[src/rtl/fx16_pkg.sv]
// Shared definitions for the 16-bit sign-magnitude datapath: format
// constants, conversion helpers and the band-combiner FSM state type.
// Optional build macro: BAND_COMBINER_ROUND_EN. When it is defined,
// tc_to_sm_sat rounds half away from zero. When it is not defined,
// tc_to_sm_sat truncates the magnitude, which rounds toward zero.
package fx16_pkg;

  localparam int SM_W      = 16;
  localparam int MAG_W     = 15;
  localparam int FRAC_BITS = 15;
  localparam int PROD_W    = 32;
  localparam int ACC_BITS  = 34;
  localparam logic [MAG_W-1:0] SM_MAX_MAG = 15'h7FFF;

  typedef enum logic {
    ST_IDLE = 1'b0,
    ST_MAC  = 1'b1
  } state_t;

  // Sign-magnitude to two's complement. Negative zero maps to zero.
  function automatic logic signed [SM_W-1:0] sm_to_tc(input logic [SM_W-1:0] sm);
    logic signed [SM_W-1:0] m;
    m = $signed({1'b0, sm[MAG_W-1:0]});
    return sm[SM_W-1] ? -m : m;
  endfunction

  // Q.30 accumulator to sign-magnitude Q0.15. The function saturates
  // the magnitude to 0x7FFF and never produces negative zero.
  function automatic logic [SM_W-1:0] tc_to_sm_sat(input logic signed [ACC_BITS-1:0] acc);
    logic [ACC_BITS-1:0] mag;
    logic [ACC_BITS-1:0] scaled;
    logic [MAG_W-1:0]    m;
    mag = acc[ACC_BITS-1] ? (~acc + ACC_BITS'(1)) : acc;
`ifdef BAND_COMBINER_ROUND_EN
    mag = mag + ACC_BITS'(32'd16384);
`endif
    scaled = mag >> FRAC_BITS;
    if (scaled > ACC_BITS'(SM_MAX_MAG)) m = SM_MAX_MAG;
    else                               m = scaled[MAG_W-1:0];
    return (m == '0) ? '0 : {acc[ACC_BITS-1], m};
  endfunction

endpackage

[src/rtl/fx16_sm_mult.sv]
// Combinational 16x16 sign-magnitude multiplier. It forms a 15x15
// magnitude product and then negates it when the operand signs differ.
// The result is a signed 32-bit Q.30 value.
module fx16_sm_mult
  import fx16_pkg::*;
(
  input  logic [SM_W-1:0]          a,
  input  logic [SM_W-1:0]          b,
  output logic signed [PROD_W-1:0] prod
);

  logic [2*MAG_W-1:0] mag_p;
  logic               neg;

  // Unsigned magnitude product. The operand signs set the result sign.
  always_comb begin
    mag_p = (2*MAG_W)'(a[MAG_W-1:0]) * (2*MAG_W)'(b[MAG_W-1:0]);
    neg   = a[SM_W-1] ^ b[SM_W-1];
    prod  = neg ? -$signed({2'b00, mag_p}) : $signed({2'b00, mag_p});
  end

endmodule

[src/rtl/fx_16bit_band_combiner.sv]
// Weights four sign-magnitude band samples by programmable gains and
// sums them, using one multiplier over four MAC cycles.
// Handshake: a sample set transfers on a rising edge where in_valid and
// in_ready are both high. in_ready is high only in IDLE. The block does
// not queue a set that arrives while it is busy, so the source must hold
// its data until in_ready is high. out_valid is high for one cycle when
// out_sample updates, and there is no backpressure on the output.
// Optional build macro: BAND_COMBINER_ROUND_EN (round half away from zero).
module fx_16bit_band_combiner
  import fx16_pkg::*;
#(
  parameter int              NUM_BANDS  = 4,
  parameter logic [SM_W-1:0] GAIN_RESET = 16'h2000,
  parameter int              ACC_W      = 34
) (
  input  logic                      clk_slow,
  input  logic                      rst,
  input  logic [NUM_BANDS*SM_W-1:0] bands_in,
  input  logic                      in_valid,
  output logic                      in_ready,
  input  logic                      gain_wr_en,
  input  logic [1:0]                gain_addr,
  input  logic [SM_W-1:0]           gain_data,
  output logic [SM_W-1:0]           out_sample,
  output logic                      out_valid,
  output logic                      state_dbg
);

  state_t                   state, state_nxt;
  logic [SM_W-1:0]          gain_reg  [NUM_BANDS];
  logic [SM_W-1:0]          gain_snap [NUM_BANDS];
  logic [SM_W-1:0]          band_q    [NUM_BANDS];
  logic [1:0]               k;
  logic signed [ACC_W-1:0]  acc, acc_nxt;
  logic signed [PROD_W-1:0] prod;
  logic                     accept, last_mac;

  assign accept   = in_valid && (state == ST_IDLE);
  assign last_mac = (state == ST_MAC) && (k == 2'd3);

  fx16_sm_mult u_mult (
    .a    (band_q[k]),
    .b    (gain_snap[k]),
    .prod (prod)
  );

  assign acc_nxt = acc + $signed({{(ACC_W-PROD_W){prod[PROD_W-1]}}, prod});

  // State register
  always_ff @(posedge clk_slow) begin
    if (rst) state <= ST_IDLE;
    else     state <= state_nxt;
  end

  // Next state: go to MAC on accept, return to IDLE after the fourth band
  always_comb begin
    state_nxt = state;
    case (state)
      ST_IDLE: if (in_valid) state_nxt = ST_MAC;
      ST_MAC:  if (k == 2'd3) state_nxt = ST_IDLE;
      default: state_nxt = ST_IDLE;
    endcase
  end

  // FSM outputs
  always_comb begin
    in_ready  = (state == ST_IDLE);
    state_dbg = state;
  end

  // Gain registers. A write can happen in any state. An accept in the
  // same cycle captures the old value.
  always_ff @(posedge clk_slow) begin
    if (rst) begin
      for (int i = 0; i < NUM_BANDS; i++) gain_reg[i] <= GAIN_RESET;
    end else if (gain_wr_en) begin
      gain_reg[gain_addr] <= gain_data;
    end
  end

  // Latch samples and gains on accept, then accumulate one band per cycle
  always_ff @(posedge clk_slow) begin
    if (rst) begin
      for (int i = 0; i < NUM_BANDS; i++) begin
        band_q[i]    <= '0;
        gain_snap[i] <= '0;
      end
      acc <= '0;
      k   <= '0;
    end else if (accept) begin
      for (int i = 0; i < NUM_BANDS; i++) begin
        band_q[i]    <= bands_in[SM_W*i +: SM_W];
        gain_snap[i] <= gain_reg[i];
      end
      acc <= '0;
      k   <= '0;
    end else if (state == ST_MAC) begin
      acc <= acc_nxt;
      k   <= k + 2'd1;
    end
  end

  // Convert the result and register it when the last band is added
  always_ff @(posedge clk_slow) begin
    if (rst) begin
      out_valid  <= 1'b0;
      out_sample <= '0;
    end else begin
      out_valid <= last_mac;
      if (last_mac) out_sample <= tc_to_sm_sat(ACC_BITS'(acc_nxt));
    end
  end

endmodule

[config.mk]
export PLATFORM = sky130hd
export DESIGN_NAME = fx_16bit_band_combiner
export DESIGN_NICKNAME = d
export VERILOG_FILES = /design/src/rtl/fx16_pkg.sv /design/src/rtl/fx16_sm_mult.sv /design/src/rtl/fx_16bit_band_combiner.sv
export SDC_FILE = /design/constraint.sdc
export NUM_CORES = 1
export LEC_CHECK = 0
export ABC_AREA = 1
export CAP_MARGIN = 30
export CELL_PAD_IN_SITES_DETAIL_PLACEMENT = 0
export CELL_PAD_IN_SITES_GLOBAL_PLACEMENT = 2
export CORE_UTILIZATION = 37
export CTS_CLUSTER_SIZE = 24
export DETAILED_ROUTE_END_ITERATION = 8
export GPL_TIMING_DRIVEN = 1
export HOLD_SLACK_MARGIN = 0.06
export PLACE_DENSITY_LB_ADDON = 0.1
export SYNTH_ARGS = -nofsm -noshare
export SYNTH_HDL_FRONTEND = slang
export SYNTH_SLANG_ARGS = --single-unit
[constraint.sdc]
create_clock -name clk_slow -period 13.53 [get_ports clk_slow]
set_clock_uncertainty 0.1 [all_clocks]
set_input_delay 4.059 -clock clk_slow [delete_from_list [all_inputs] [get_ports clk_slow]]
set_output_delay 4.059 -clock clk_slow [all_outputs]
set_load 0.05 [all_outputs]
==> flow_metrics.py <==
metrics = {
    "worst_setup_path": {
        "crit_top_cell": "nand2_1",
        "end_kind": "flip-flop",
        "critPathKind": "flip-flop to flip-flop",
        "slowest_delay_ns": 0.87,
        "cp.required_ns": 13.88,
        "cp_max_fo": 48,
        "arrival_ns": 12.64,
        "crit_family": "adder cells",
        "crit_path_top_delay_cell": "a32oi_1",
        "critPathLaunchType": "flip-flop",
        "reg2reg_depth": 47,
        "crit_buf_inv": 9,
        "crit_cells": 47,
    },
    "timing": {
        "maxSlewViolCount": 0,
        "grt_setup_unrepaired": "no",
        "fin_crit_sh_pct": 90.9,
        "slew_headroom_pct": 30.2,
        "setup_tns_ns": 0,
        "hold_viol": 0,
        "max_freq_ghz": 0.0813,
        "tightest_slew_ns": 1.05,
        "period_minus_slack_ns": 12.29,
        "whs_ns": 0.354,
        "setup_viol": 0,
    },
    "logic_synthesis": {
        "syn_area_um2": 22500,
        "synth_mux_area_share_pct": 0,
        "yosys.area_share.adder_pct": 22.2,
        "synth_top_family_by_area": "simple AND/OR/NAND/NOR gates",
        "async_flop_share_pct": 0,
        "ys_seq_elements": 248,
        "synthSimpleGateAreaFrac_pct": 27.3,
        "synth_cell_type_count": 50,
        "synth_edf_count": 192,
        "ys.flop_type": "edfxtp_1",
        "synth_cells": 3035,
        "yosysSeqAreaShare_pct": 30.6,
        "synth.avg_cell_area_um2": 7.41,
        "synth_compound_area_share_pct": 5.48,
        "synth_xor_area_share_pct": 1.47,
        "ys_warn_count": 0,
        "synth.net_count": 3420,
    },
    "cts": {
        "hold_buffers": 0,
        "htree_levels": 1,
        "cts_setup_buffers": 0,
        "clock_insertion_delay_worst_skew_ns": 0.57,
        "clock_sinks": 248,
        "cts_repair_resize_count": 0,
        "path_clk_slew_ns": 0.06,
        "cts_tree": "done",
        "cts-buffers-inserted": 29,
        "cts.path.max_buffers": 3,
        "root_buffer": "clkbuf_16",
    },
    "global_route": {
        "antenna_found_initial": 0,
        "track_usage_pct": 20.9,
        "grt_pass1_vias": 18450,
        "grt_overflow_total": 0,
        "grt_max_degree": 92,
        "grt_pass1_wl_mm": 103,
    },
    "pwr": {
        "peakVddDrop_uv": 246,
        "pwr_density_cell_nw_per_um2": 263,
        "finalPower_uw": 6730,
        "leakagePower_uw": 0.0133,
    },
    "drt": {
        "post_drt_wl_per_cell_um": 16.3,
        "drtIter0Drc": 1251,
        "routed_via_density": 4.76,
        "ant_nets": 0,
        "finalWirelength_mm": 64.1,
        "vias": 18732,
        "firstDrtPassIters": 5,
        "drc": 0,
    },
    "die": {
        "fp.dieW_um": 249,
        "dieArea_um2": 61800,
        "coreArea_um2": 59600,
        "start_util_pct": 37.7,
        "fp.dieH_um": 249,
        "io_pins": 105,
        "row_count": 89,
    },
    "placed_design": {
        "io_buffers": 104,
        "place.gp.congestion": 0.900,
        "placed_area_um2": 24500,
        "place_hpwl_mm": 52.0,
    },
    "job": {
        "max_cap_viol_count": 0,
    },
    "cells_and_area": {
        "syn_to_final_growth_pct": 13.9,
        "layout.nets": 3525,
        "drive_gt1_share_pct": 5.15,
        "n_antenna_cell": 0,
        "final_area_um2": 25600,
    },
    "status": {
        "status": "complete, no violations",
    },
    "hold_path": {
        "hold_path_class": "flip-flop to flip-flop",
        "holdPathStages": 2,
    },
}
==> through the flow <==
stage                     util, %  std cells  setup slack, ns
after floorplan                 -       3035             4.03
after global placement       41.1       3879            0.589
after detailed placement     41.2       3882             1.30
after CTS                    43.0       3936             1.25
after global routing         43.0       3936            0.263
final                        43.0       3936             1.24
==> placed cells by master (no fill, tap or decap), types with 31 or more instances in the layout <==
master and instances:
nand2_1 819, inv_1 678, nor2_1 460, edfxtp_1 192, fa_1 168, ha_1 131
nand3_1 110, clkdlybuf4s50_1 104, a21oi_1 72, dfxtp_1 54, buf_4 37, nand4_1 34
o21ai_0 31
==> where the power goes <==
part           total [uW]  internal (uW)  switching, uW
Clock                 868            536            332
Combinational        4940           1510           3430
Sequential            919            889           29.7
Total                6730           2940           3790
==> tightest hold or removal path, delay by kind of cell (launching register included) <==
family        cells  cell delay [ns]
simple gates      2             0.11
flops             1             0.31
==> path summary, 6_finish.rpt <==
check / from / end / slack [ns]
setup / recovery: flip-flop / out_sample[7] / 1.24
hold / removal: out_sample[2] / out_sample[2] / 0.35
setup reg to reg: flip-flop / out_sample[7] / 1.24
hold reg to reg: out_sample[2] / out_sample[2] / 0.35
==> cells by family after synthesis <==
family / after synthesis
AND/OR/NAND/NOR: 1496
buffers and inverters: 764
adder cells (fa/ha/maj): 299
flip-flops: 248
AO/OA/AOI/OAI: 191
XOR/XNOR: 37
==> Yosys cell counts (3+ instances only) <==
master / instances / area [um2]
o21ai_0: 31 / 155
clkinv_1: 6 / 22.5
nand2_2: 14 / 87.6
nor3_1: 9 / 45.0
and2_1: 6 / 37.5
inv_2: 10 / 37.5
nand3b_1: 11 / 82.6
nand3_1: 111 / 556
o21bai_1: 4 / 30.0
clkbuf_1: 52 / 195
xnor2_1: 17 / 149
nand4_1: 34 / 213
a32oi_1: 27 / 236
or2_2: 3 / 18.8
a21oi_1: 73 / 365
nor2_1: 460 / 1730
inv_1: 679 / 2550
nor2_2: 9 / 56.3
edfxtp_1: 192 / 5770
nand2_1: 819 / 3070
xor2_1: 19 / 166
fa_1: 168 / 3360
o21ai_2: 10 / 87.6
nor2_4: 4 / 45.0
buf_1: 10 / 37.5
o31ai_1: 3 / 22.5
o211ai_1: 30 / 225
nand3_2: 9 / 90.1
dfxtp_1: 56 / 1120
ha_1: 131 / 1640
buf_6: 3 / 33.8
==> area by class of cell <==
class	instances	area, um2
tap	773	967
clock buffer	31	743
fill	6144	34000
inverter	696	2620
timing repair buffer	142	1350
multi-input combinational	2023	12700
clock inverter	23	325
sequential	248	6890
==> per-layer routing <==
layer / part of all wire, % / wire [um] / GRT usage, % / up-vias
met2: 44 / 28400 / 33.4 / 364
met3: 4.0 / 2550 / 1.95 / 49
met5: 0 / 0 / 0 / -
li1: - / - / - / 9457
met1: 50 / 32300 / 31.1 / 8862
met4: 1.3 / 819 / 3.35 / 0
Power figures use the tool's default switching activity.
